**src/rtl/genius_round_ctrl.sv**
```systemverilog
// Round controller for the Genius (Simon) game: plays back the colour sequence,
// checks player presses against it and reports ROUND / WIN / LOSE to the scorer.
module genius_round_ctrl #(
    parameter int MAX_ROUND      = 15,
    parameter int SHOW_ON        = 4,
    parameter int SHOW_OFF       = 2,
    parameter int TIMEOUT_CYCLES = 64
) (
    input  logic       CLOCK,
    input  logic       RESET,
    input  logic       START,
    output logic [3:0] SEQ_ADDR,
    input  logic [1:0] SEQ_DATA,
    input  logic       BTN_VALID,
    input  logic [1:0] BTN_CODE,
    output logic       LED_VALID,
    output logic [1:0] LED_CODE,
    output logic [3:0] ROUND,
    output logic       BUSY,
    output logic       WIN,
    output logic       LOSE
);

    localparam int T_SHOW = (SHOW_ON > SHOW_OFF) ? SHOW_ON : SHOW_OFF;
    localparam int T_SPAN = (TIMEOUT_CYCLES > T_SHOW) ? TIMEOUT_CYCLES : T_SHOW;
    localparam int TW     = ($clog2(T_SPAN) > 7) ? $clog2(T_SPAN) : 7;

    typedef enum logic [2:0] {
        IDLE,
        SHOW_ON_S,
        SHOW_OFF_S,
        WAIT_INPUT,
        DONE
    } state_t;

    state_t          state, state_d;
    logic [3:0]      idx, idx_d;
    logic [TW-1:0]   timer, timer_d;
    logic [3:0]      round, round_d;
    logic            win, win_d, lose, lose_d;
    logic            led_valid, led_valid_d, busy, busy_d;
    logic [1:0]      led_code, led_code_d;
    logic            show_last, show_last_d;
    logic [1:0]      first_code, first_code_d;
    logic [3:0]      round_inc;

    assign round_inc = round + 4'd1;

    // The LED colour is captured on the edge that enters SHOW_ON_S, so SEQ_ADDR
    // must already point at the next element one cycle early: IDX advances when
    // a lit window ends, and element 0 is remembered for the start of each round.
    always_comb begin
        // NOTE: every always_comb output gets a default first, so no path can infer a latch.
        state_d      = state;
        idx_d        = idx;
        timer_d      = timer;
        round_d      = round;
        win_d        = win;
        lose_d       = lose;
        led_code_d   = led_code;
        show_last_d  = show_last;
        first_code_d = first_code;

        unique case (state)
            SHOW_ON_S: begin
                if (timer == TW'(SHOW_ON - 1)) begin
                    state_d     = SHOW_OFF_S;
                    timer_d     = '0;
                    show_last_d = (idx == round);
                    if (idx != round) idx_d = idx + 4'd1;
                end else begin
                    timer_d = timer + TW'(1);
                end
            end
            SHOW_OFF_S: begin
                if (timer == TW'(SHOW_OFF - 1)) begin
                    timer_d = '0;
                    if (show_last) begin
                        state_d = WAIT_INPUT;
                        idx_d   = '0;
                    end else begin
                        state_d    = SHOW_ON_S;
                        led_code_d = SEQ_DATA;
                    end
                end else begin
                    timer_d = timer + TW'(1);
                end
            end
            WAIT_INPUT: begin
                // A press in the expiry cycle wins over the timeout.
                if (BTN_VALID) begin
                    if (BTN_CODE != SEQ_DATA) begin
                        lose_d  = 1'b1;
                        state_d = DONE;
                        idx_d   = '0;
                    end else if (idx != round) begin
                        idx_d   = idx + 4'd1;
                        timer_d = '0;
                    end else begin
                        round_d = round_inc;
                        idx_d   = '0;
                        timer_d = '0;
                        if (round_inc == 4'(MAX_ROUND)) begin
                            win_d   = 1'b1;
                            state_d = DONE;
                        end else begin
                            state_d    = SHOW_ON_S;
                            led_code_d = first_code;
                        end
                    end
                end else if (timer == TW'(TIMEOUT_CYCLES - 1)) begin
                    lose_d  = 1'b1;
                    state_d = DONE;
                    idx_d   = '0;
                end else begin
                    timer_d = timer + TW'(1);
                end
            end
            default: begin
                // IDLE and DONE: IDX is always 0 here, so SEQ_DATA is element 0.
                if (START) begin
                    state_d      = SHOW_ON_S;
                    round_d      = '0;
                    idx_d        = '0;
                    timer_d      = '0;
                    win_d        = 1'b0;
                    lose_d       = 1'b0;
                    led_code_d   = SEQ_DATA;
                    first_code_d = SEQ_DATA;
                end
            end
        endcase

        led_valid_d = (state_d == SHOW_ON_S);
        busy_d      = (state_d == SHOW_ON_S) || (state_d == SHOW_OFF_S) ||
                      (state_d == WAIT_INPUT);
    end

    always_ff @(posedge CLOCK or negedge RESET) begin
        if (!RESET) begin
            state      <= IDLE;
            idx        <= '0;
            timer      <= '0;
            round      <= '0;
            win        <= 1'b0;
            lose       <= 1'b0;
            led_valid  <= 1'b0;
            led_code   <= '0;
            busy       <= 1'b0;
            show_last  <= 1'b0;
            first_code <= '0;
        end else begin
            // NOTE: non-blocking assignments keep every register reading pre-edge values.
            state      <= state_d;
            idx        <= idx_d;
            timer      <= timer_d;
            round      <= round_d;
            win        <= win_d;
            lose       <= lose_d;
            led_valid  <= led_valid_d;
            led_code   <= led_code_d;
            busy       <= busy_d;
            show_last  <= show_last_d;
            first_code <= first_code_d;
        end
    end

    assign SEQ_ADDR  = idx;
    assign LED_VALID = led_valid;
    assign LED_CODE  = led_code;
    assign ROUND     = round;
    assign BUSY      = busy;
    assign WIN       = win;
    assign LOSE      = lose;

endmodule

```
**config.mk**
```make
export PLATFORM = sky130hd
export DESIGN_NAME = genius_round_ctrl
export DESIGN_NICKNAME = d
export VERILOG_FILES = /design/src/rtl/genius_round_ctrl.sv
export SDC_FILE = /design/constraint.sdc
export NUM_CORES = 1
export LEC_CHECK = 0
export CORE_MARGIN = 8
export CORE_UTILIZATION = 30
export CTS_BUF_LIST = sky130_fd_sc_hd__clkbuf_16
export CTS_CLUSTER_DIAMETER = 60
export CTS_CLUSTER_SIZE = 24
export DETAILED_ROUTE_END_ITERATION = 8
export PLACE_DENSITY = 0.6
export REMOVE_ABC_BUFFERS = 1
export SETUP_SLACK_MARGIN = 0.2
export SLEW_MARGIN = 0
export SYNTH_ARGS = -nofsm -noshare
export SYNTH_HDL_FRONTEND = slang
export SYNTH_SLANG_ARGS = --single-unit
```
**constraint.sdc**
```tcl
create_clock -name CLOCK -period 2 [get_ports CLOCK]
set_input_delay 0.4 -clock CLOCK [delete_from_list [all_inputs] [get_ports CLOCK]]
set_output_delay 0.4 -clock CLOCK [all_outputs]
set_load 0.02 [all_outputs]
```
==> flow_summary.json <==
{
  "synth_top_area_cell": "dfrtp_1",
  "path_cells": "ha_2 > or4b_4 > or3_4 > o21ai_4 > and3_4 > mux2_4",
  "synthCells": 178,
  "synth_edf_count": 0,
  "p_leak_uw": 0.001124,
  "clk_latency_ns": 0.26,
  "final_cell_mix": "36 x buf_4, 26 x dfrtp_1, 20 x nand2_1",
  "max_freq_mhz": 469.1,
  "finalClockSkew_ns": 0.001723,
  "syn_to_final_growth_pct": 45.31,
  "critical-path-top-delay-family": "simple AND/OR/NAND/NOR gates",
  "p_clk_share_pct": 13.4,
  "dp_hpwl_mm": 3.142,
  "fp-row-count": 27,
  "r2r_setup_slack_ns": -0.13,
  "drt_iter0_markers": 83,
  "crit_fanout": 3,
  "synth_ff_type": "dfrtp_1",
  "die_w_um": 91.18,
  "ys_types": 52,
  "drc": 0,
  "power_density_nw_per_um2": 1412,
  "synthTopCellsByArea": "dfrtp_1 40%, nand2_1 4.4%, ha_1 3.7%",
  "finalHoldViolCount": 0,
  "cap_violations": 0,
  "cp_slowest_cell": "or4b_4",
  "violations": "negative setup slack",
  "core-area_um2": 5473,
  "num_vias": 1576,
  "final_max_slew_viol_count": 0,
  "ys_ff_latch": 27,
  "required_ns": 2.15,
  "n_antenna_cell": 0,
  "wl_per_cell_um": 14.09,
  "intPower_uw": 2082,
  "power_uw": 3478,
  "htreeDepth": 1,
  "cts_tree": "done",
  "period_needed_ns": 2.132,
  "critPathKind": "reg -> reg",
  "drive_gt1_share_pct": 31.78,
  "combPwrFrac_pct": 60.1,
  "grt_first_pass_wirelength_mm": 7.355,
  "switching_power_uw": 1396,
  "grt_antenna_before_repair": 0,
  "crit_arrival_ns": 2.28,
  "synth_area_um2": 1695,
  "nets": 250,
  "overflow": 0,
  "worst_pin_slew_ns": 0.3895,
  "clock_tree.root_cell": "clkbuf_16",
  "pre_cts_ws_ns": -0.1898,
  "gr-usage-all-layers_pct": 10.55,
  "routabilityCongestion": 0.8386,
  "cts-buffers-inserted": 3,
  "clk_pin_slew_ns": 0.07,
  "critPathBufInv": 0,
  "io_buffer_count": 21,
  "vdd_drop_max_uv": 713.2,
  "rsz0062_at_grt": "yes",
  "yosys_warnings": 0,
  "status": "finished with violations",
  "min_period_over_period_pct": 106.6,
  "routed_via_density": 5.117,
  "fp.dieArea_um2": 8313,
  "cts_hold_buf": 0,
  "crit_path_start_kind": "flop",
  "layout_commonest_cell": "buf_4",
  "avgSynthCellArea_um2": 9.525,
  "share_seq_of_total_power_pct": 26.5,
  "dr.pass1.iters": 4,
  "fin_ws_ns": -0.1317,
  "grt_start_max_net_pins": 28,
  "hp-class": "reg -> reg",
  "async_flop_share_pct": 100.0,
  "die_h_um": 91.18,
  "start_util_pct": 30.98,
  "max_stage_delay_ns": 0.46,
  "end_kind": "flop",
  "ant_nets": 0,
  "pin_count": 22,
  "clockBufferDepth": 2,
  "cts_sinks": 27,
  "wl_mm": 4.340,
  "seq_area_frac_synth_pct": 39.85,
  "synth_top_cell_area_share_pct": 39.85,
  "setup_viol": 15,
  "maxSlewHeadroom_pct": 74.00,
  "grt_pass1_vias": 1547,
  "fillers": 525,
  "sw_frac_of_total_pct": 40.13
}
## registers in the layout, summed over array words and instances (netlist names)
name	flops
WIN	1
ROUND	4
LOSE	1
timer	7
show_last	1
SEQ_ADDR	4
BUSY	1
LED_VALID	1
first_code	2
state	3
LED_CODE	2
## through the flow
| stage | area (µm²) | instances | hold WS, ns | TNS, ns | utilization, % |
|---|---|---|---|---|---|
| after detailed placement | 2242 | 302 | 0.4858 | -1.617 | 40.97 |
| after CTS | 2382 | 307 | 0.5059 | -0.6834 | 43.53 |
| after global routing | 2464 | 308 | 0.5298 | -2.014 | 45.02 |
| after global placement | 2242 | 302 | 0.4857 | -1.270 | 40.97 |
| final | 2464 | 308 | 0.5008 | -0.9181 | 45.02 |
| after floorplan | 1664 | 172 | 0.1044 | -0.3184 | - |
## area by class of cell
type	instances	area, µm²	area share (%)
Clock buffer	3	75.07	3.047
Clock inverter	1	5.005	0.2031
Inverter	11	41.29	1.676
Multi-Input combinational cell	134	1052	42.71
Sequential cell	27	676.9	27.48
Tap cell	72	90.09	3.657
Timing Repair Buffer	60	523.0	21.23
## power by group through the flow
stage          Combinational, µW  Clock [µW]  Sequential, µW
3_5_place_dp                1930           0             915
2_1_floorplan                969           0            1050
5_1_grt                     2290         497             952
6_report                    2090         465             923
3_3_place_gp                1920           0             919
4_1_cts                     2040         470             915
## synth_stat cells (3+ instances only)
cell type  instances
nand3_1            7
nor2_1             6
nor3_1             6
o21ai_0           11
a41oi_1            3
a22o_1             6
ha_1               5
a21o_1             5
dfrtp_1           27
clkbuf_1           4
xnor2_1            7
mux2_2             4
nand4_1            3
a21oi_1            5
nand2_1           20
a31oi_1            3
inv_1             11
## final timing paths
kind                                from           to  depth (start not counted)
worst max-delay path            timer[0]  SEQ_ADDR[0]                          6
worst min-delay path                LOSE         LOSE                          1
worst max register to register  timer[0]  SEQ_ADDR[0]                          6
worst min register to register      LOSE         LOSE                          1
max in group asynchronous          RESET     state[1]                          2
min in group asynchronous          RESET     timer[0]                          2
## logic make-up after synthesis
| group | Yosys count | share of synthesized area, % |
|---|---|---|
| simple gates | 63 | 20.37 |
| compound gates | 51 | 22.58 |
| flops | 27 | 39.85 |
| mux | 8 | 5.609 |
| fa+ha+maj | 5 | 3.690 |
| buf+inv | 17 | 4.280 |
| xor+xnor | 7 | 3.616 |
## worst reg2reg max path, delay by kind of cell, from the launching register on
family                     cells  cell delay [ns]
muxes                          1             0.29
DFF                            1             0.36
AOI/OAI and AO/OA              1             0.13
and+or+nand+nor                3             1.05
adders and majority gates      1             0.18
## per-layer routing
layer	track usage, %	wire (µm)	vias to the layer above	share of wire [%]
li1	-	-	776	-
met1	13.67	2071	749	48
met2	16.93	1991	43	46
met3	1.811	195	8	4.5
met4	4.366	81	0	1.9
met5	0	0	-	0
## what timing repair did
action	4_1_cts	5_1_grt
setup buffers	1	1
setup endpoints to repair	27	28
resized for setup	16	20
pin swaps	0	4
Note: power is estimated with default switching activity, not from simulation.
